<file path="config.mk">
export PLATFORM = sky130hd
export DESIGN_NAME = pit_mch_timer
export DESIGN_NICKNAME = d
export VERILOG_FILES = /design/src/rtl/pit_mch_pkg.sv /design/src/rtl/pit_mch_chan.sv /design/src/rtl/pit_mch_timer.sv
export SDC_FILE = /design/constraint.sdc
export NUM_CORES = 1
export LEC_CHECK = 0
export CAP_MARGIN = 20
export CORE_ASPECT_RATIO = 1.75
export CORE_MARGIN = 2
export CORE_UTILIZATION = 60
export CTS_BUF_LIST = sky130_fd_sc_hd__clkbuf_8
export DETAILED_ROUTE_END_ITERATION = 12
export GPL_ROUTABILITY_DRIVEN = 0
export MAX_ROUTING_LAYER = met4
export PLACE_DENSITY = 0.78
export SLEW_MARGIN = 20
export SYNTH_ARGS = -nofsm -noshare
export SYNTH_HDL_FRONTEND = slang
export SYNTH_SLANG_ARGS = --single-unit
</file>
<file path="constraint.sdc">
create_clock -name bus_clk -period 7.9 [get_ports bus_clk]
set_input_delay 1.58 -clock bus_clk [delete_from_list [all_inputs] [get_ports bus_clk]]
set_output_delay 1.58 -clock bus_clk [all_outputs]
set_load 0.03 [all_outputs]
</file>
<file path="src/rtl/pit_mch_pkg.sv">
// Shared register map, CTRL field layout and the per-channel control record
// for the multi-channel PIT.
package pit_mch_pkg;

  localparam int GSTAT_ADR  = 0;
  localparam int GSTART_ADR = 1;
  localparam int CH_BASE    = 2;
  localparam int CH_STRIDE  = 3;

  localparam int CTRL_CNT_EN   = 0;
  localparam int CTRL_IEN      = 1;
  localparam int CTRL_ONESHOT  = 4;
  localparam int CTRL_PRE_LSB  = 8;
  localparam int CTRL_PRE_MSB  = 11;

  typedef struct packed {
    logic [3:0] pre;
    logic       oneshot;
    logic       ien;
    logic       cnt_en;
  } ch_ctrl_t;

  function automatic logic [15:0] ctrl_to_word(input ch_ctrl_t c);
    logic [15:0] w;
    w = '0;
    w[CTRL_PRE_MSB:CTRL_PRE_LSB] = c.pre;
    w[CTRL_ONESHOT]              = c.oneshot;
    w[CTRL_IEN]                  = c.ien;
    w[CTRL_CNT_EN]               = c.cnt_en;
    return w;
  endfunction

endpackage

</file>
<file path="src/rtl/pit_mch_chan.sv">
// One timer channel: control/modulo registers, prescaler, modulo counter,
// sticky flag and registered interrupt.
module pit_mch_chan
  import pit_mch_pkg::*;
#(
  parameter int   COUNT_SIZE  = 16,
  parameter logic NO_PRESCALE = 1'b0
) (
  input  logic                  clk,
  input  logic                  rst_b,
  input  logic [1:0]            ctrl_we,
  input  ch_ctrl_t              ctrl_wr,
  input  logic                  mod_we,
  input  logic [COUNT_SIZE-1:0] mod_wr,
  input  logic                  start,
  input  logic                  flag_clr,
  output ch_ctrl_t              ctrl,
  output logic [COUNT_SIZE-1:0] mod,
  output logic [COUNT_SIZE-1:0] cnt,
  output logic                  flag,
  output logic                  irq
);

  ch_ctrl_t              ctrl_q, ctrl_d;
  logic [COUNT_SIZE-1:0] mod_q, mod_d, cnt_q, cnt_d, term;
  logic [15:0]           presc_q, presc_d, presc_max;
  logic                  flag_q, flag_d, irq_q, irq_d;
  logic                  tick, wrap;

  always_comb begin
    // A zero modulo selects the full 2^COUNT_SIZE period
    term      = (mod_q == '0) ? '1 : mod_q - COUNT_SIZE'(1);
    presc_max = 16'((17'd1 << ctrl_q.pre) - 17'd1);
    tick      = NO_PRESCALE || (presc_q == presc_max);
    wrap      = 1'b0;
    cnt_d     = '0;
    presc_d   = '0;
    if (ctrl_q.cnt_en) begin
      presc_d = tick ? 16'd0 : presc_q + 16'd1;
      cnt_d   = cnt_q;
      if (tick) begin
        if (cnt_q >= term) begin
          cnt_d = '0;
          wrap  = 1'b1;
        end else begin
          cnt_d = cnt_q + COUNT_SIZE'(1);
        end
      end
    end

    flag_d = (flag_q & ~flag_clr) | wrap;
    irq_d  = flag_q & ctrl_q.ien;

    ctrl_d = ctrl_q;
    if (wrap && ctrl_q.oneshot) ctrl_d.cnt_en = 1'b0;
    if (start)                  ctrl_d.cnt_en = 1'b1;
    // A CTRL write to the low lane overrides the one-shot stop on the same edge
    if (ctrl_we[0]) begin
      ctrl_d.oneshot = ctrl_wr.oneshot;
      ctrl_d.ien     = ctrl_wr.ien;
      ctrl_d.cnt_en  = ctrl_wr.cnt_en;
    end
    if (ctrl_we[1] && !NO_PRESCALE) ctrl_d.pre = ctrl_wr.pre;

    mod_d = mod_we ? mod_wr : mod_q;
  end

  always_ff @(posedge clk) begin
    if (!rst_b) begin
      ctrl_q  <= '0;
      mod_q   <= '0;
      cnt_q   <= '0;
      presc_q <= '0;
      flag_q  <= 1'b0;
      irq_q   <= 1'b0;
    end else begin
      ctrl_q  <= ctrl_d;
      mod_q   <= mod_d;
      cnt_q   <= cnt_d;
      presc_q <= presc_d;
      flag_q  <= flag_d;
      irq_q   <= irq_d;
    end
  end

  assign ctrl = ctrl_q;
  assign mod  = mod_q;
  assign cnt  = cnt_q;
  assign flag = flag_q;
  assign irq  = irq_q;

endmodule

</file>
<file path="src/rtl/pit_mch_timer.sv">
// Multi-channel PIT: register decode, byte-lane merge and read mux around
// NUM_CH independent timer channels, plus the combined interrupt.
module pit_mch_timer
  import pit_mch_pkg::*;
#(
  parameter int   NUM_CH      = 4,
  parameter int   COUNT_SIZE  = 16,
  parameter logic NO_PRESCALE = 1'b0,
  parameter int   DWIDTH      = 16,
  parameter int   AWIDTH      = 5
) (
  input  logic              bus_clk,
  input  logic              sync_rst_b,
  input  logic [AWIDTH-1:0] addr,
  input  logic              wr_en,
  input  logic [1:0]        byte_sel,
  input  logic [DWIDTH-1:0] write_bus,
  output logic [DWIDTH-1:0] read_bus,
  output logic [NUM_CH-1:0] ch_irq_o,
  output logic              pit_irq_o
);

  ch_ctrl_t              ctrl_s [NUM_CH];
  logic [COUNT_SIZE-1:0] mod_s  [NUM_CH];
  logic [COUNT_SIZE-1:0] cnt_s  [NUM_CH];
  logic [NUM_CH-1:0]     flag_s, en_s, ien_s, irq_s;
  logic                  gstat_hit, gstart_hit;
  logic                  pit_irq_q, pit_irq_d;
  ch_ctrl_t              ctrl_wr;
  logic [15:0]           rd_data;

  function automatic logic [15:0] lane_merge(input logic [15:0] old_w,
                                             input logic [15:0] new_w,
                                             input logic [1:0]  bsel);
    logic [15:0] w;
    w = old_w;
    if (bsel[0]) w[7:0]  = new_w[7:0];
    if (bsel[1]) w[15:8] = new_w[15:8];
    return w;
  endfunction

  assign gstat_hit  = wr_en && (addr == AWIDTH'(GSTAT_ADR))  && byte_sel[0];
  assign gstart_hit = wr_en && (addr == AWIDTH'(GSTART_ADR)) && byte_sel[0];
  assign ctrl_wr    = {write_bus[CTRL_PRE_MSB:CTRL_PRE_LSB], write_bus[CTRL_ONESHOT],
                       write_bus[CTRL_IEN], write_bus[CTRL_CNT_EN]};

  for (genvar i = 0; i < NUM_CH; i++) begin : g_ch
    logic                  ctrl_hit, mod_hit;
    logic [COUNT_SIZE-1:0] mod_wr;

    assign ctrl_hit = wr_en && (addr == AWIDTH'(CH_BASE + CH_STRIDE*i));
    assign mod_hit  = wr_en && (addr == AWIDTH'(CH_BASE + CH_STRIDE*i + 1)) && (|byte_sel);
    assign mod_wr   = COUNT_SIZE'(lane_merge(16'(mod_s[i]), write_bus, byte_sel));

    pit_mch_chan #(
      .COUNT_SIZE (COUNT_SIZE),
      .NO_PRESCALE(NO_PRESCALE)
    ) u_chan (
      .clk     (bus_clk),
      .rst_b   (sync_rst_b),
      .ctrl_we ({2{ctrl_hit}} & byte_sel),
      .ctrl_wr (ctrl_wr),
      .mod_we  (mod_hit),
      .mod_wr  (mod_wr),
      .start   (gstart_hit && write_bus[i]),
      .flag_clr(gstat_hit && write_bus[i]),
      .ctrl    (ctrl_s[i]),
      .mod     (mod_s[i]),
      .cnt     (cnt_s[i]),
      .flag    (flag_s[i]),
      .irq     (irq_s[i])
    );

    assign en_s[i]  = ctrl_s[i].cnt_en;
    assign ien_s[i] = ctrl_s[i].ien;
  end

  always_comb begin
    rd_data = '0;
    if (addr == AWIDTH'(GSTAT_ADR))  rd_data = 16'(flag_s);
    if (addr == AWIDTH'(GSTART_ADR)) rd_data = 16'(en_s);
    for (int i = 0; i < NUM_CH; i++) begin
      if (addr == AWIDTH'(CH_BASE + CH_STRIDE*i))     rd_data = ctrl_to_word(ctrl_s[i]);
      if (addr == AWIDTH'(CH_BASE + CH_STRIDE*i + 1)) rd_data = 16'(mod_s[i]);
      if (addr == AWIDTH'(CH_BASE + CH_STRIDE*i + 2)) rd_data = 16'(cnt_s[i]);
    end
    pit_irq_d = |(flag_s & ien_s);
  end

  always_ff @(posedge bus_clk) begin
    if (!sync_rst_b) pit_irq_q <= 1'b0;
    else             pit_irq_q <= pit_irq_d;
  end

  assign read_bus  = DWIDTH'(rd_data);
  assign ch_irq_o  = irq_s;
  assign pit_irq_o = pit_irq_q;

endmodule

</file>
==> flow_metrics.py <==
metrics = {
    "outcome": {
        "outcome": "completed",
    },
    "route": {
        "detail-route-antenna-nets": 0,
        "vias": 15800,
        "first_iter_violations": 1584,
        "viasPerCell": 6.69,
        "wl_per_cell_um": 21.3,
        "first_pass_iters": 9,
        "drc": 0,
        "wl_um": 50400,
    },
    "place": {
        "hpwlAfterDp_um": 37200,
        "place_area_um2": 16100,
        "dp_cells": 2307,
        "portBuffers": 46,
    },
    "global_routing": {
        "grtUsageMet1_pct": 38.9,
        "grt-busiest-layer": "met2",
        "gr-total-overflow": 0,
        "antenna_found_initial": 1,
        "use_met3_pct": 7.15,
        "grt_pass1_wl_um": 79200,
        "grt_pass1_vias": 15000,
        "grt_use_total_pct": 37.2,
        "use_met2_pct": 61.5,
        "grt_max_degree": 58,
    },
    "setup_path": {
        "crit_chain": "clkdlybuf4s50_1 -> or3b_2 -> nor2_1 -> buf_4 -> a22oi_1 -> a31oi_1 -> a211oi_1 -> o311ai_0 -> clkdlybuf4s50_1",
        "slowest_stage": "o311ai_0",
        "critPathMaxStageDelay_ps": 940,
        "crit_path_start_kind": "input pin",
        "critPathCaptureType": "output pin",
        "r2r_start": "g_ch[2].u_chan.mod[0]$_SDFFE_PN0P_",
        "critPathMaxFanout": 18,
        "arrival_ps": 5500,
        "crit_required_ps": 6320,
        "crit_top_cell": "clkdlybuf4s50_1",
        "critPathKind": "input pin to output pin",
        "r2r_cells": 15,
        "worst-r2r-setup-slack_ps": 2840,
        "r2r_end": "g_ch[2].u_chan.cnt[10]$_SDFFE_PN0N_",
    },
    "synthesis": {
        "synth.distinct_cells": 76,
        "synth_nets": 2153,
        "synth_warnings": 0,
        "synth.top_cell.area_share_pct": 29.5,
        "async_flop_share_pct": 0,
        "synth_area_um2": 15600,
        "seq_area_frac_synth_pct": 29.5,
        "synthFlopType": "dfxtp_1",
        "ys_top_cells_by_count": "nand2_1, dfxtp_1, nor2_1, nand3_1, clkbuf_1",
        "synth.most_common_cell": "nand2_1",
        "synth-edff-count": 0,
        "netlist_instances": 2047,
        "ys_top_cells_by_area": "dfxtp_1, ha_1, nand2_1, nor2_1, a21boi_0",
        "synth.avg_cell_area_um2": 7.60,
        "ys_ff_latch": 229,
        "synth_area_leader_cell": "dfxtp_1",
    },
    "sta": {
        "skew_ps": 15.3,
        "fin_crit_ps": 7080,
        "rsz0062_at_grt": "no",
        "hold_viol_final": 0,
        "finalCritPeriodShare_pct": 89.7,
        "worst_pin_slew_ps": 1110,
        "setup_viol": 0,
        "slew-limit-headroom_pct": 25.7,
        "tns_ps": 0,
        "fmax_ghz": 0.141,
        "drv_slew": 0,
    },
    "clock_network": {
        "cts_tree": "yes",
        "insertion_delay_ps": 560,
        "ctsHoldBuffers": 0,
        "cts_buffers": 37,
        "post_cts_resize_count": 0,
        "cts_root_buf": "clkbuf_8",
        "cts_setup_buffers": 0,
        "htreeDepth": 2,
        "clock_sinks": 229,
        "clkTransAtPathRegs_ps": 70,
        "clockBufferDepth": 3,
    },
    "hold_path": {
        "hold_depth": 2,
        "whs_endpoint": "g_ch[2].u_chan.mod[0]$_SDFFE_PN0P_",
        "min_from": "g_ch[2].u_chan.mod[0]$_SDFFE_PN0P_",
        "min_path_type": "flop to flop",
    },
    "floorplanning": {
        "coreArea_um2": 25700,
        "io_pins": 47,
        "fp.dieH_um": 217,
        "die_w_um": 126,
        "start_util_pct": 60.6,
        "rows": 78,
        "fp.dieArea_um2": 27300,
    },
    "pwr": {
        "p_int_mw": 1.80,
        "worst_ir_drop_vdd_mv": 0.120,
        "power.total_mw": 2.39,
        "power_switching_mw": 0.597,
        "p_clk_share_pct": 44.9,
        "pwr-share-comb_pct": 6.6,
        "powerDensity_nw_per_um2": 142,
        "p_seq_share_pct": 48.6,
        "p_leak_nw": 6.05,
        "swShare_pct": 25.0,
    },
    "cells_and_area": {
        "syn2layout_area_growth_pct": 8.03,
        "drive_gt1_share_pct": 4.50,
        "stdcell_area_um2": 16800,
        "final_nets": 2132,
        "final_core_util_pct": 65.5,
        "fin_cells": 2367,
    },
    "run": {
        "drv_cap": 0,
    },
}
[kinds of logic after synthesis]
kind of cell / after synthesis / synth area share, %
AND/OR/NAND/NOR: 903 / 28.9
adder cells (fa/ha/maj): 81 / 6.50
multiplexers: 14 / 0.933
XOR/XNOR: 138 / 7.77
flip-flops: 229 / 29.5
buffers and inverters: 177 / 4.43
AO/OA/AOI/OAI: 505 / 22.0
[worst max-delay path by stage]
stage,startpoint,slack [ps],endpoint
6_report,addr[1],820,read_bus[9]
5_1_grt,addr[1],810,read_bus[9]
3_5_place_dp,addr[1],1040,read_bus[9]
4_1_cts,addr[1],1000,read_bus[9]
3_3_place_gp,addr[1],990,read_bus[9]
2_1_floorplan,addr[2],1860,read_bus[9]
[stage by stage]
stage               setup slack (ps)  hold slack, ps
global route                     815             527
detailed placement              1040             494
global placement                 994             490
CTS                              997             501
floorplan                       1860             448
finish                           817             503
[worst max-delay path, delay by kind of cell]
kind / cells / cell delay, ps
buffers and inverters: 3 / 1910
AND/OR/NAND/NOR: 2 / 670
AO/OA/AOI/OAI: 4 / 1330
[layer usage]
layer  up-vias  part of all wire, %
met4         0                  9.1
met5         -                    0
li1       7383                    -
met3       300                  8.4
met2       782                   48
met1      7359                   35
[registers in the layout, indices dropped and copies added (netlist names)]
signal               cells
g_ch.u_chan.cnt         64
g_ch.u_chan.presc_q     64
g_ch.u_chan.flag         4
g_ch.u_chan.mod         64
pit_irq_o                1
g_ch.u_chan.ctrl        28
g_ch.u_chan.irq          4
[power by group through the flow]
| stage | combinational (mW) | clock (mW) | sequential, mW |
|---|---|---|---|
| finish | 0.157 | 1.07 | 1.16 |
| global route | 0.166 | 1.13 | 1.16 |
| CTS | 0.151 | 1.09 | 1.16 |
| detailed placement | 0.151 | 0 | 1.19 |
| global placement | 0.148 | 0 | 1.19 |
| floorplan | 0.100 | 0 | 1.18 |
[placed cells by master, fill, tap and decap left out, types with 25 or more instances in the layout]
master	synthesis	routed
a21o_1	25	25
clkbuf_8	0	46
ha_1	80	80
dfxtp_1	229	229
nand4_1	47	47
nand2b_1	34	34
o21ai_0	87	87
a21boi_0	89	89
and3_1	34	34
xnor2_1	76	76
xor2_1	62	62
nor2_1	196	196
inv_1	54	62
a21oi_1	101	101
or3_1	50	50
nand3_1	108	108
nor3_1	40	40
or4_1	32	32
a22oi_1	54	54
clkdlybuf4s50_1	0	45
nand2_1	255	255
[final cells by class]
type	instances	area (um2)
repair buffers	63	583
well taps	320	400
clock inverters	13	105
fillers	2233	8870
flip-flops and latches	229	4580
clock buffers	46	633
multi-input cells	1641	10300
inverters	54	203
diodes	1	2.50
(Power assumes the default switching activity.)
